==> config.mk <==
export PLATFORM = sky130hd
export DESIGN_NAME = lsu_split_flat
export DESIGN_NICKNAME = d
export VERILOG_FILES = /design/src/rtl/lsu_pkg.sv /design/src/rtl/lsu_split_if.sv /design/src/rtl/lsu_align.sv /design/src/rtl/lsu_split.sv /design/src/flat_wrapper.sv
export SDC_FILE = /design/constraint.sdc
export NUM_CORES = 1
export LEC_CHECK = 0
export BUFFER_PORTS_ARGS = -buffer_cell sky130_fd_sc_hd__buf_2
export CORE_AREA = 5 5 128 130
export CTS_BUF_LIST = sky130_fd_sc_hd__clkbuf_4
export CTS_CLUSTER_DIAMETER = 30
export CTS_CLUSTER_SIZE = 14
export DETAILED_ROUTE_END_ITERATION = 7
export DIE_AREA = 0 0 133 135
export PLACE_DENSITY = 0.87
export SETUP_SLACK_MARGIN = 0.1
export SYNTH_ARGS = -nofsm -noshare
export SYNTH_HDL_FRONTEND = slang
export SYNTH_HIERARCHICAL = 1
export SYNTH_SLANG_ARGS = --single-unit
==> constraint.sdc <==
create_clock -name I_clk -period 5 [get_ports I_clk]
set_input_delay 1 -clock I_clk [delete_from_list [all_inputs] [get_ports I_clk]]
set_output_delay 1 -clock I_clk [all_outputs]
set_load 0.1 [all_outputs]
==> src/rtl/lsu_pkg.sv <==
// Shared size encodings, FSM state type and helpers for the load/store unit.
package lsu_pkg;

  localparam logic [1:0] SZ_B = 2'd0;
  localparam logic [1:0] SZ_H = 2'd1;
  localparam logic [1:0] SZ_W = 2'd2;
  localparam logic [1:0] SZ_D = 2'd3;

  typedef enum logic [1:0] {
    ST_IDLE,
    ST_BEAT0,
    ST_BEAT1,
    ST_RESP
  } lsu_state_t;

  function automatic logic [4:0] bytes_of(input logic [1:0] size);
    return 5'd1 << size;
  endfunction

endpackage

==> src/rtl/lsu_split_if.sv <==
// Request, response and data-memory signals of the load/store unit.
interface lsu_split_if #(
  parameter int XLEN   = 32,
  parameter int ADDR_W = 32
);
  localparam int NB = XLEN / 8;

  logic              I_req_valid;
  logic              O_req_ready;
  logic              I_req_we;
  logic [1:0]        I_req_size;
  logic              I_req_signed;
  logic [ADDR_W-1:0] I_req_addr;
  logic [XLEN-1:0]   I_req_wdata;
  logic [4:0]        I_req_rd;
  logic              O_rsp_valid;
  logic [XLEN-1:0]   O_rsp_rdata;
  logic [4:0]        O_rsp_rd;
  logic              O_rsp_fault;
  logic [ADDR_W-1:0] O_dmem_addr;
  logic [XLEN-1:0]   O_dmem_wdata;
  logic [NB-1:0]     O_dmem_wmask;
  logic              O_dmem_rd;
  logic              O_dmem_we;
  logic              I_dmem_ready;
  logic [XLEN-1:0]   I_dmem_rdata;
  logic              O_stall;

  modport slave (
    input  I_req_valid, I_req_we, I_req_size, I_req_signed, I_req_addr,
           I_req_wdata, I_req_rd, I_dmem_ready, I_dmem_rdata,
    output O_req_ready, O_rsp_valid, O_rsp_rdata, O_rsp_rd, O_rsp_fault,
           O_dmem_addr, O_dmem_wdata, O_dmem_wmask, O_dmem_rd, O_dmem_we,
           O_stall
  );

  modport master (
    output I_req_valid, I_req_we, I_req_size, I_req_signed, I_req_addr,
           I_req_wdata, I_req_rd, I_dmem_ready, I_dmem_rdata,
    input  O_req_ready, O_rsp_valid, O_rsp_rdata, O_rsp_rd, O_rsp_fault,
           O_dmem_addr, O_dmem_wdata, O_dmem_wmask, O_dmem_rd, O_dmem_we,
           O_stall
  );

endinterface

==> src/rtl/lsu_align.sv <==
// Lane alignment: store rotation and byte masks for both beats, load merge/shift/extend.
module lsu_align
  import lsu_pkg::*;
#(
  parameter  int XLEN  = 32,
  localparam int NB    = XLEN / 8,
  localparam int OFF_W = $clog2(NB)
) (
  input  logic [1:0]       size,
  input  logic             sgn,
  input  logic [OFF_W-1:0] off,
  input  logic [XLEN-1:0]  st_data,
  input  logic [XLEN-1:0]  ld_lo,
  input  logic [XLEN-1:0]  ld_hi,
  output logic [XLEN-1:0]  st_wdata0,
  output logic [XLEN-1:0]  st_wdata1,
  output logic [NB-1:0]    wmask0,
  output logic [NB-1:0]    wmask1,
  output logic [XLEN-1:0]  ld_data
);
  logic [4:0]        nbytes;
  logic [2*NB-1:0]   mask_base;
  logic [2*NB-1:0]   mask_sh;
  logic [2*XLEN-1:0] st_sh;
  logic [2*XLEN-1:0] ld_sh;
  logic              sbit;

  assign nbytes = bytes_of(size);

  always_comb begin
    mask_base = '0;
    for (int i = 0; i < NB; i++) begin
      if (i < int'(nbytes)) mask_base[i] = 1'b1;
    end
  end

  // Double-width shifts: the upper half is whatever spills into the next bus word.
  assign mask_sh   = mask_base << off;
  assign wmask0    = mask_sh[NB-1:0];
  assign wmask1    = mask_sh[2*NB-1:NB];
  assign st_sh     = {{XLEN{1'b0}}, st_data} << {off, 3'b000};
  assign st_wdata0 = st_sh[XLEN-1:0];
  assign st_wdata1 = st_sh[2*XLEN-1:XLEN];
  assign ld_sh     = {ld_hi, ld_lo} >> {off, 3'b000};

  always_comb begin
    case (size)
      SZ_B:    sbit = ld_sh[7];
      SZ_H:    sbit = ld_sh[15];
      SZ_W:    sbit = ld_sh[31];
      default: sbit = ld_sh[XLEN-1];
    endcase
    ld_data = ld_sh[XLEN-1:0];
    for (int i = 0; i < XLEN; i++) begin
      if (i >= 8 * int'(nbytes)) ld_data[i] = sgn & sbit;
    end
  end

endmodule

==> src/rtl/lsu_split.sv <==
// Load/store unit: one request at a time; word-crossing accesses become two bus beats.
// state | meaning
// IDLE  | ready for a new request
// BEAT0 | first (or only) bus beat, held until dmem ready
// BEAT1 | second beat of a word-crossing access
// RESP  | one-cycle response pulse
module lsu_split
  import lsu_pkg::*;
#(
  parameter int XLEN           = 32,
  parameter int ADDR_W         = 32,
  parameter int MISALIGN_SPLIT = 1
) (
  input logic        I_clk,
  input logic        I_rst_n,
  lsu_split_if.slave bus
);
  localparam int NB    = XLEN / 8;
  localparam int OFF_W = $clog2(NB);

  lsu_state_t        state, state_nxt;
  logic              r_we, r_sgn, r_fault, r_cross;
  logic [1:0]        r_size;
  logic [ADDR_W-1:0] r_addr;
  logic [XLEN-1:0]   r_wdata, r_lo, r_hi;
  logic [4:0]        r_rd;

  logic [OFF_W-1:0]  req_off;
  logic              req_cross, req_fault;
  logic [ADDR_W-1:0] base_addr;
  logic [XLEN-1:0]   st_wdata0, st_wdata1, ld_data;
  logic [NB-1:0]     wmask0, wmask1;

  assign req_off   = bus.I_req_addr[OFF_W-1:0];
  assign req_cross = (6'(req_off) + 6'(bytes_of(bus.I_req_size))) > 6'(NB);
  assign req_fault = ((bus.I_req_size == SZ_D) && (XLEN != 64)) ||
                     (req_cross && (MISALIGN_SPLIT == 0));
  assign base_addr = r_addr & ~ADDR_W'(NB - 1);

  lsu_align #(.XLEN(XLEN)) u_align (
    .size      (r_size),
    .sgn       (r_sgn),
    .off       (r_addr[OFF_W-1:0]),
    .st_data   (r_wdata),
    .ld_lo     (r_lo),
    .ld_hi     (r_hi),
    .st_wdata0 (st_wdata0),
    .st_wdata1 (st_wdata1),
    .wmask0    (wmask0),
    .wmask1    (wmask1),
    .ld_data   (ld_data)
  );

  always_ff @(posedge I_clk or negedge I_rst_n) begin
    if (!I_rst_n) begin
      state   <= ST_IDLE;
      r_we    <= 1'b0;
      r_sgn   <= 1'b0;
      r_fault <= 1'b0;
      r_cross <= 1'b0;
      r_size  <= '0;
      r_addr  <= '0;
      r_wdata <= '0;
      r_rd    <= '0;
      r_lo    <= '0;
      r_hi    <= '0;
    end else begin
      state <= state_nxt;
      if (state == ST_IDLE && bus.I_req_valid) begin
        r_we    <= bus.I_req_we;
        r_sgn   <= bus.I_req_signed;
        r_size  <= bus.I_req_size;
        r_addr  <= bus.I_req_addr;
        r_wdata <= bus.I_req_wdata;
        r_rd    <= bus.I_req_rd;
        r_fault <= req_fault;
        r_cross <= req_cross;
        r_lo    <= '0;
        r_hi    <= '0;
      end
      if (state == ST_BEAT0 && bus.I_dmem_ready) r_lo <= bus.I_dmem_rdata;
      if (state == ST_BEAT1 && bus.I_dmem_ready) r_hi <= bus.I_dmem_rdata;
    end
  end

  always_comb begin
    state_nxt        = state;
    bus.O_req_ready  = (state == ST_IDLE) && I_rst_n;
    bus.O_stall      = (state != ST_IDLE);
    bus.O_dmem_addr  = '0;
    bus.O_dmem_wdata = '0;
    bus.O_dmem_wmask = '0;
    bus.O_dmem_rd    = 1'b0;
    bus.O_dmem_we    = 1'b0;
    bus.O_rsp_valid  = 1'b0;
    bus.O_rsp_rdata  = '0;
    bus.O_rsp_rd     = '0;
    bus.O_rsp_fault  = 1'b0;
    case (state)
      ST_IDLE: begin
        if (bus.I_req_valid) state_nxt = req_fault ? ST_RESP : ST_BEAT0;
      end
      ST_BEAT0: begin
        bus.O_dmem_addr  = base_addr;
        bus.O_dmem_wmask = wmask0;
        bus.O_dmem_wdata = r_we ? st_wdata0 : '0;
        bus.O_dmem_rd    = !r_we;
        bus.O_dmem_we    = r_we;
        if (bus.I_dmem_ready) state_nxt = r_cross ? ST_BEAT1 : ST_RESP;
      end
      ST_BEAT1: begin
        // Wraps to address 0 past the top bus word.
        bus.O_dmem_addr  = base_addr + ADDR_W'(NB);
        bus.O_dmem_wmask = wmask1;
        bus.O_dmem_wdata = r_we ? st_wdata1 : '0;
        bus.O_dmem_rd    = !r_we;
        bus.O_dmem_we    = r_we;
        if (bus.I_dmem_ready) state_nxt = ST_RESP;
      end
      ST_RESP: begin
        bus.O_rsp_valid = 1'b1;
        bus.O_rsp_fault = r_fault;
        if (!r_we) begin
          bus.O_rsp_rd = r_rd;
          if (!r_fault) bus.O_rsp_rdata = ld_data;
        end
        state_nxt = ST_IDLE;
      end
      default: state_nxt = ST_IDLE;
    endcase
  end

endmodule

==> src/flat_wrapper.sv <==
// flat-port wrapper written by rule: the top's interface ports become plain ports
module lsu_split_flat import lsu_pkg::*;
#(
  parameter int XLEN           = 32,
  parameter int ADDR_W         = 32,
  parameter int MISALIGN_SPLIT = 1
)
  (I_clk, I_rst_n, bus_I_req_valid, bus_I_req_we, bus_I_req_size, bus_I_req_signed, bus_I_req_addr, bus_I_req_wdata, bus_I_req_rd, bus_I_dmem_ready, bus_I_dmem_rdata, bus_O_req_ready, bus_O_rsp_valid, bus_O_rsp_rdata, bus_O_rsp_rd, bus_O_rsp_fault, bus_O_dmem_addr, bus_O_dmem_wdata, bus_O_dmem_wmask, bus_O_dmem_rd, bus_O_dmem_we, bus_O_stall);
  lsu_split_if #(.XLEN(XLEN), .ADDR_W(ADDR_W)) bus_i ();
  input logic I_clk;
  input logic I_rst_n;
  input wire logic [$bits(bus_i.I_req_valid)-1:0] bus_I_req_valid;
  input wire logic [$bits(bus_i.I_req_we)-1:0] bus_I_req_we;
  input wire logic [$bits(bus_i.I_req_size)-1:0] bus_I_req_size;
  input wire logic [$bits(bus_i.I_req_signed)-1:0] bus_I_req_signed;
  input wire logic [$bits(bus_i.I_req_addr)-1:0] bus_I_req_addr;
  input wire logic [$bits(bus_i.I_req_wdata)-1:0] bus_I_req_wdata;
  input wire logic [$bits(bus_i.I_req_rd)-1:0] bus_I_req_rd;
  input wire logic [$bits(bus_i.I_dmem_ready)-1:0] bus_I_dmem_ready;
  input wire logic [$bits(bus_i.I_dmem_rdata)-1:0] bus_I_dmem_rdata;
  output wire logic [$bits(bus_i.O_req_ready)-1:0] bus_O_req_ready;
  output wire logic [$bits(bus_i.O_rsp_valid)-1:0] bus_O_rsp_valid;
  output wire logic [$bits(bus_i.O_rsp_rdata)-1:0] bus_O_rsp_rdata;
  output wire logic [$bits(bus_i.O_rsp_rd)-1:0] bus_O_rsp_rd;
  output wire logic [$bits(bus_i.O_rsp_fault)-1:0] bus_O_rsp_fault;
  output wire logic [$bits(bus_i.O_dmem_addr)-1:0] bus_O_dmem_addr;
  output wire logic [$bits(bus_i.O_dmem_wdata)-1:0] bus_O_dmem_wdata;
  output wire logic [$bits(bus_i.O_dmem_wmask)-1:0] bus_O_dmem_wmask;
  output wire logic [$bits(bus_i.O_dmem_rd)-1:0] bus_O_dmem_rd;
  output wire logic [$bits(bus_i.O_dmem_we)-1:0] bus_O_dmem_we;
  output wire logic [$bits(bus_i.O_stall)-1:0] bus_O_stall;
  assign bus_i.I_req_valid = bus_I_req_valid;
  assign bus_i.I_req_we = bus_I_req_we;
  assign bus_i.I_req_size = bus_I_req_size;
  assign bus_i.I_req_signed = bus_I_req_signed;
  assign bus_i.I_req_addr = bus_I_req_addr;
  assign bus_i.I_req_wdata = bus_I_req_wdata;
  assign bus_i.I_req_rd = bus_I_req_rd;
  assign bus_i.I_dmem_ready = bus_I_dmem_ready;
  assign bus_i.I_dmem_rdata = bus_I_dmem_rdata;
  assign bus_O_req_ready = bus_i.O_req_ready;
  assign bus_O_rsp_valid = bus_i.O_rsp_valid;
  assign bus_O_rsp_rdata = bus_i.O_rsp_rdata;
  assign bus_O_rsp_rd = bus_i.O_rsp_rd;
  assign bus_O_rsp_fault = bus_i.O_rsp_fault;
  assign bus_O_dmem_addr = bus_i.O_dmem_addr;
  assign bus_O_dmem_wdata = bus_i.O_dmem_wdata;
  assign bus_O_dmem_wmask = bus_i.O_dmem_wmask;
  assign bus_O_dmem_rd = bus_i.O_dmem_rd;
  assign bus_O_dmem_we = bus_i.O_dmem_we;
  assign bus_O_stall = bus_i.O_stall;
  lsu_split #(.XLEN(XLEN), .ADDR_W(ADDR_W), .MISALIGN_SPLIT(MISALIGN_SPLIT)) u_core (.I_clk(I_clk), .I_rst_n(I_rst_n), .bus(bus_i));
endmodule
Word level (Yosys, flattened, before mapping)
Index checks and enable logic that the tools add are counted.
Widths: inputs -> output; s select.
{ "classes": {"n_mux": 60, "n_eq_ne": 8, "bitwise_logic": 1, "div": 0, "mul": 0, "reduce_logical": 12, "add_sub_neg": 2, "order_cmp": 37, "shift": 5} }
{ "op_table": {"columns": ["cell", "n"], "rows": [
  ["$mux 32", 8],
  ["$ge 5x8->1 const A", 16],
  ["$pmux 32 s2", 2],
  ["$ge 4x8->1 const A", 8],
  ["$shl 32x5->64", 1],
  ["$shr 64x5->32", 1],
  ["$mux 1", 41],
  ["$add 32x3->32 const B", 1],
  ["$ge 3x8->1 const A", 4],
  ["$ge 1x8->1 const A", 2],
  ["$ge 2x8->1 const A", 2],
  ["$lt 1x5->1 const A", 2],
  ["$lt 2x5->1 const A", 2],
  ["$mux 5", 2],
  ["$shl 1x2->5 const A", 2],
  ["$mux 2", 4],
  ["$pmux 2 s4", 1],
  ["$pmux 4 s2", 1],
  ["$shl 4x2->8", 1],
  ["$add 2x5->6", 1],
  ["$eq 2x2->1 const B", 3],
  ["$gt 6x3->1 const B", 1],
  ["$ne 2x2->1 const B", 3],
  ["$reduce_bool 2->1", 3],
  ["8 further kinds", 13]
]} }
{ "totals": {"latch_bits": 0, "romBits": 0, "mem_count": 0, "ramBits": 0, "ff_bits": 141} }

Longest topological paths before layout
Gate-level depths: netlist of the first run.
{ "depth": {"ltp_word": 7, "ltp_mapped": 9, "mapped_depth_nobuf": 8} }

Modules after synthesis
The synthesis of the first run kept the hierarchy.
{ "by_module_without_submodules": {"columns": ["module", "cells_per_inst", "instances", "area_per_inst_um2"], "rows": [
  ["lsu_split", 640, 1, 6957.9],
  ["lsu_align", 239, 1, 1911.8]
]} }

Worst setup path before layout of the first run
OpenSTA, ideal clock, no wires.
{ "synth_path": {"path_type": "reg2out", "start": "register u_core.state[0]", "end": "output bus_O_dmem_addr[19]", "path_buffers": 1, "slack_ps": -317, "t_arrival_ps": 4317, "path_stages_with_launch": 6, "cell_sequence": "dfrtp_1 > inv_1 > ha_1 > nand2_1 > clkbuf_1 > o41ai_1"} }
{ "synth_via": {"elab_chain_len": 2, "word_cells_on_any_way": 3, "classes_between": "2 x eq/ne; 1 x mux"} }
{ "synth_rtl": {"columns": ["item", "line_no", "text"], "rows": [
  ["from (decl)", "lsu_split.sv:21", "lsu_state_t state, state_nxt;"],
  ["from (signal assigned)", "lsu_split.sv:68", "state <= state_nxt;"],
  ["$eq 2x2->1 or $eq 2x1->1 (tied branches)", "lsu_split.sv:99", "case (state)"],
  ["$pmux 32 s2 (*)", "lsu_split.sv:99", null],
  ["to (decl)", "flat_wrapper.sv:26", "output wire logic [$bits(bus_i.O_dmem_addr)-1:0] bus_O_dmem_addr;"]
]} }
Every way passes the cells marked *; elsewhere a longest branch is shown, timed or not.

Worst setup path after layout of the first run
{ "layout_path": {"start": "register u_core.r_addr[1]", "end": "output bus_O_dmem_wdata[16]"} }
{ "layout_via": {"elab_chain_len": 3, "word_cells_on_any_way": 4, "classes_between": "1 x shift; 3 x mux"} }
{ "layout_rtl": {"columns": ["item", "line_no", "text"], "rows": [
  ["from (decl)", "lsu_split.sv:24", "logic [ADDR_W-1:0] r_addr;"],
  ["from (signal assigned)", "lsu_split.sv:73", "r_addr <= bus.I_req_addr;"],
  ["$shl 32x5->64", "lsu_align.sv:41", "assign st_sh = {{XLEN{1'b0}}, st_data} << {off, 3'b000};"],
  ["via u_core.st_wdata0[16]", "lsu_split.sv:31", "logic [XLEN-1:0] st_wdata0, st_wdata1, ld_data;"],
  ["$mux 32", "lsu_split.sv:106", "bus.O_dmem_wdata = r_we ? st_wdata0 : '0;"],
  ["$pmux 32 s2", "lsu_split.sv:99", null],
  ["to (decl)", "flat_wrapper.sv:27", "output wire logic [$bits(bus_i.O_dmem_wdata)-1:0] bus_O_dmem_wdata;"]
]} }
The timed path passes the listed nets, and every way through them passes these cells.

==> results.cfg, run 1 <==
[outcome]
status = finished, violations left
violations = DRC

[timing]
hold_violations = 0
finalMaxSlewViolations = 0
worst_pin_slew_ns = 1.23
fin_setup_tns_ns = 0
rsz0062_at_grt = no
final.setup_skew_ns = 0.0140
setup_viol = 0
min_period_ns = 4.28
finalWorstSetupSlack_ns = 0.717
slew_headroom_pct = 17.7
min_period_over_period_pct = 85.7
fmax_ghz = 0.233

[logic_synthesis]
syn_area_per_cell_um2 = 9.96
syn_area_mm2 = 0.00860
syn-instance-count = 863
yosys_warnings = 6

[floorplanning]
core_mm2 = 0.0150
die_h_um = 135
rows = 45
die_w_um = 133
start_util_pct = 57.2
io_pins = 220
die-area_mm2 = 0.0180

[worst_setup_path]
arrival_ns = 3.28
worstRegToRegCells = 5
path_cells = inv_2 -> nor2_1 -> nand2_1 -> o21ai_0 -> a22oi_1 -> nor2_1 -> buf_2
cp-startpoint = u_core/r_addr[1]$_DFFE_PN0P_
rr_endpoint = u_core/r_hi[23]$_DFFE_PN0P_
worst-endpoint-required_ns = 4.00
r2r-start = u_core/state[0]$_DFFE_PN0P_
crit_path_frequent_cell = nor2_1
crit_fanout = 38
path_class = flip-flop to output pin
cp_slowest_cell = dfrtp_2
path_buf_inv = 2
critPathMaxStageDelay_ns = 0.78
regToRegSetupSlack_ns = 2.28
cpLargestDelayFamily = buffers and inverters
cp-start-kind = flip-flop
end_kind = output pin

[grt]
grt_pass1_vias = 7373
grt.total_usage_pct = 26.0
antenna_found_initial = 1
overflow = 0
grt_max_degree = 79
grt_pass1_wl_um = 38000

[drt]
drt_first_pass_iters = 8
drt-vias-per-instance = 6.14
antenna_left = 0
wl_per_cell_um = 19.1
drcViolationCount = 1
drtIter0Drc = 784
routed-via-count = 7577
wl_um = 23500

[finish]
instances_no_fill = 1234
layout.nets = 1149
area_growth_pct = 15.8
utilization_pct = 66.2
drive_above_1_share_pct = 36.2

[placement]
port_buffers = 217
place.gp.congestion = 0.885
placedCellCount = 1200
dp_slack_ns = 1.35
dp_hpwl_um = 16200

[min_path]
hold_class = input port to asynchronous set/reset pin

[cts]
cts_buffers = 17
cts_root_buffer = clkbuf_4
clock_latency_ns = 0.57
cts_buffer_depth = 2
clock_sinks = 133
htree_levels = 4
cts_hold_buf = 0
cts_resized = 0
clk_pin_slew_ns = 0.14
cts_tree = yes
postCtsSetupRepairBufs = 0

[run]
cap_violations = 0
[layer usage]
layer	vias to the layer above	wire length, um	global-route usage, %
met3	43	1850	6.37
met1	3687	9620	34.6
met4	0	508	7.51
met2	374	11600	42.6
met5	-	0	0
li1	3473	-	-
[per-stage QoR]
stage / instance area (um2) / hold slack, ns
2_1_floorplan: 8640 / 0.450
3_3_place_gp: 9630 / 0.470
3_5_place_dp: 9630 / 0.474
4_1_cts: 9950 / 0.275
5_1_grt: 9960 / 0.267
6_report: 9960 / 0.296
[cells in the final DEF, fill, tap and decap left out, drive strengths merged, types with 5 or more instances in the layout]
master / instances
conb: 11
mux4: 29
o21ai: 49
nand2: 75
o211ai: 5
a22o: 57
mux2i: 40
and2: 51
clkbuf: 17
o31ai: 7
mux2: 73
ha: 8
nand4: 9
a22oi: 42
nor2: 72
inv: 21
buf: 227
nor2b: 5
nor3: 5
a31oi: 6
a21oi: 24
and3: 16
nand3: 23
dfrtp: 133
[flip-flops by register name, summed over array words and instances (netlist names)]
name	cells
u_core/r_addr	32
u_core/r_lo	32
u_core/r_wdata	32
u_core/r_hi	24
u_core/r_rd	5
u_core/r_size	2
u_core/state	2
u_core/r_cross	1
u_core/r_fault	1
u_core/r_sgn	1
u_core/r_we	1
[area by class of cell]
class	count	area [um2]
Timing Repair Buffer	227	1170
Antenna cell	2	5.00
Clock buffer	17	128
Multi-Input combinational cell	640	4850
Clock inverter	15	191
Tap cell	188	235
Inverter	12	45.0
Fill cell	1205	5070
Sequential cell	133	3330
[how the worst max path moves through the flow]
stage	to	slack [ns]	cells after the start
after floorplan	bus_O_dmem_addr[16]	0.37	7
after global placement	bus_O_rsp_rdata[8]	1.38	8
after detailed placement	bus_O_rsp_rdata[27]	1.35	6
after CTS	bus_O_rsp_rdata[27]	0.71	6
after global routing	bus_O_dmem_wdata[23]	0.50	7
final	bus_O_dmem_wdata[16]	0.72	7
Power of run 1 is not shown: default switching activity piles up to over one toggle a cycle in this logic, so the estimate is an artifact.
==> inputs of run 2 (changes only) <==
Settings changed: CELL_PAD_IN_SITES_DETAIL_PLACEMENT from default to 0, CELL_PAD_IN_SITES_GLOBAL_PLACEMENT from default to 1, CORE_AREA 5 5 128 130 to 5 5 150 152, DIE_AREA 0 0 133 135 to 0 0 155 157, PLACE_DENSITY 0.87 to default, PLACE_DENSITY_LB_ADDON from default to 0.1.
Clock period 5 ns to 4.53 ns, I/O delays scaled along.
==> results.cfg, run 2 (synthesized netlist as in run 1, its figures left out) <==
[finish]
area_growth_pct = 17.5
finalInstanceArea_mm2 = 0.0101
drive_above_1_share_pct = 36.8
final_common_cell = buf_2
final_cell_mix = buf_2, dfrtp_1, nand2_1, mux2_2, nor2_1
layout.nets = 1155
nFillCells = 2061
largestRegisters = u_core/r_addr: 32 flops, u_core/r_lo: 32 flops, u_core/r_wdata: 32 flops

[timing]
fmax_ghz = 0.242
min_period_ns = 4.13
hold_violations = 0
final.setup_skew_ns = 0.0153
finalMaxSlewViolations = 0
worst_pin_slew_ns = 1.04
min_period_over_period_pct = 91.2
rsz0062_at_grt = no
slew_headroom_pct = 30.7
setup_viol = 0
fin_setup_tns_ns = 0

[grt]
grt_max_degree = 79
antenna_found_initial = 6
grt_pass1_wl_um = 39900
overflow = 0
grt_pass1_vias = 7120
grt.total_usage_pct = 20.5

[cts]
cts_hold_buf = 0
cts_buffers = 17
cts_tree = yes
clock_sinks = 133
cts_resized = 0
cts_root_buffer = clkbuf_4
clock_latency_ns = 0.55
clk_pin_slew_ns = 0.14
cts_buffer_depth = 2
postCtsSetupRepairBufs = 0
htree_levels = 4

[run]
cap_violations = 0

[placement]
dp_hpwl_um = 17600
place.gp.congestion = 0.799
port_buffers = 217
dpl_cell_area_mm2 = 0.00980

[worst_setup_path]
regToRegSetupSlack_ns = 1.98
path_cells = buf_4 -> mux4_2 -> a21oi_1 -> nand2_1 -> and2_1 -> buf_2
end_kind = output pin
rr_endpoint = u_core/r_lo[8]$_DFFE_PN0P_
worstRegToRegCells = 7
cp-start-kind = flip-flop
path_class = flip-flop to output pin
arrival_ns = 3.23
critPathMaxStageDelay_ns = 0.88
crit_fanout = 50
worst-endpoint-required_ns = 3.62
cp_slowest_cell = dfrtp_4
r2r-start = u_core/state[1]$_DFFE_PN0P_

[drt]
drtIter0Drc = 341
antenna_left = 0
drcViolationCount = 0
drt-vias-per-instance = 5.50
wl_per_cell_um = 18.9
routed-via-count = 7299
wl_um = 25100
drt_first_pass_iters = 4

[outcome]
status = completed

[floorplanning]
die_w_um = 155
start_util_pct = 41.2
die_h_um = 157
rows = 53
die-area_mm2 = 0.0243
core_mm2 = 0.0209
io_pins = 220

[min_path]
hold_class = input port to asynchronous set/reset pin
==> run 2: cell count changes in the layout (fill, tap and decap cells not counted), moves of 2 or more <==
cell / before / now
clkinvlp_4: 1 / 3
inv_6: 8 / 4
o21ai_0: 49 / 43
o21ai_1: 0 / 6
o31ai_2: 1 / 3
o31ai_1: 6 / 4
inv_8: 1 / 3
buf_4: 10 / 16
==> run 2: final cells by class <==
type                    instances  area, um2  area share (%)
inverters                      12       45.0           0.446
multi-input cells             640       4860            48.1
flip-flops and latches        133       3330            33.0
clock inverters                15        169            1.67
repair buffers                233       1210            12.0
well taps                     275        344            3.41
diodes                          3       7.51          0.0743
clock buffers                  17        128            1.26
==> run 2: metal layers <==
layer | vias to the layer above | track usage [%] | share of wire [%]
met5 | - | 0 | 0.15
met4 | 6 | 3.95 | 0.73
met1 | 3581 | 28.7 | 46
met2 | 202 | 32.6 | 47
met3 | 16 | 5.14 | 6.2
li1 | 3494 | - | -
==> run 2: metrics by stage <==
stage | instances | util (%) | worst slack, ns | hold WS [ns]
floorplan | 872 | - | 0.169 | 0.450
global placement | 1293 | 46.9 | 1.00 | 0.478
detailed placement | 1293 | 46.9 | 0.982 | 0.485
CTS | 1325 | 48.3 | 0.324 | 0.186
global route | 1328 | 48.4 | 0.186 | 0.190
finish | 1328 | 48.4 | 0.397 | 0.231
==> run 2: how the worst max path moves through the flow <==
stage	start	endpoint	slack, ns	cells after the start
6_report	u_core/r_addr[0]$_DFFE_PN0P_	bus_O_rsp_rdata[27]	0.40	6
2_1_floorplan	u_core/state[0]$_DFFE_PN0P_	bus_O_dmem_addr[13]	0.17	5
3_5_place_dp	u_core/r_addr[0]$_DFFE_PN0P_	bus_O_rsp_rdata[27]	0.98	6
4_1_cts	u_core/r_addr[0]$_DFFE_PN0P_	bus_O_rsp_rdata[27]	0.32	6
3_3_place_gp	u_core/r_addr[0]$_DFFE_PN0P_	bus_O_rsp_rdata[27]	1.00	6
5_1_grt	u_core/r_addr[0]$_DFFE_PN0P_	bus_O_rsp_rdata[28]	0.19	6
==> run 2: critical path: cells and delay by family (launching register included) <==
family                 cells  cell delay (ns)
and+or+nand+nor            2             0.21
DFF                        1             0.88
AOI/OAI and AO/OA          1             0.16
buffers and inverters      2             0.82
muxes                      1             0.57
Power of run 2 is left out for the same reason.
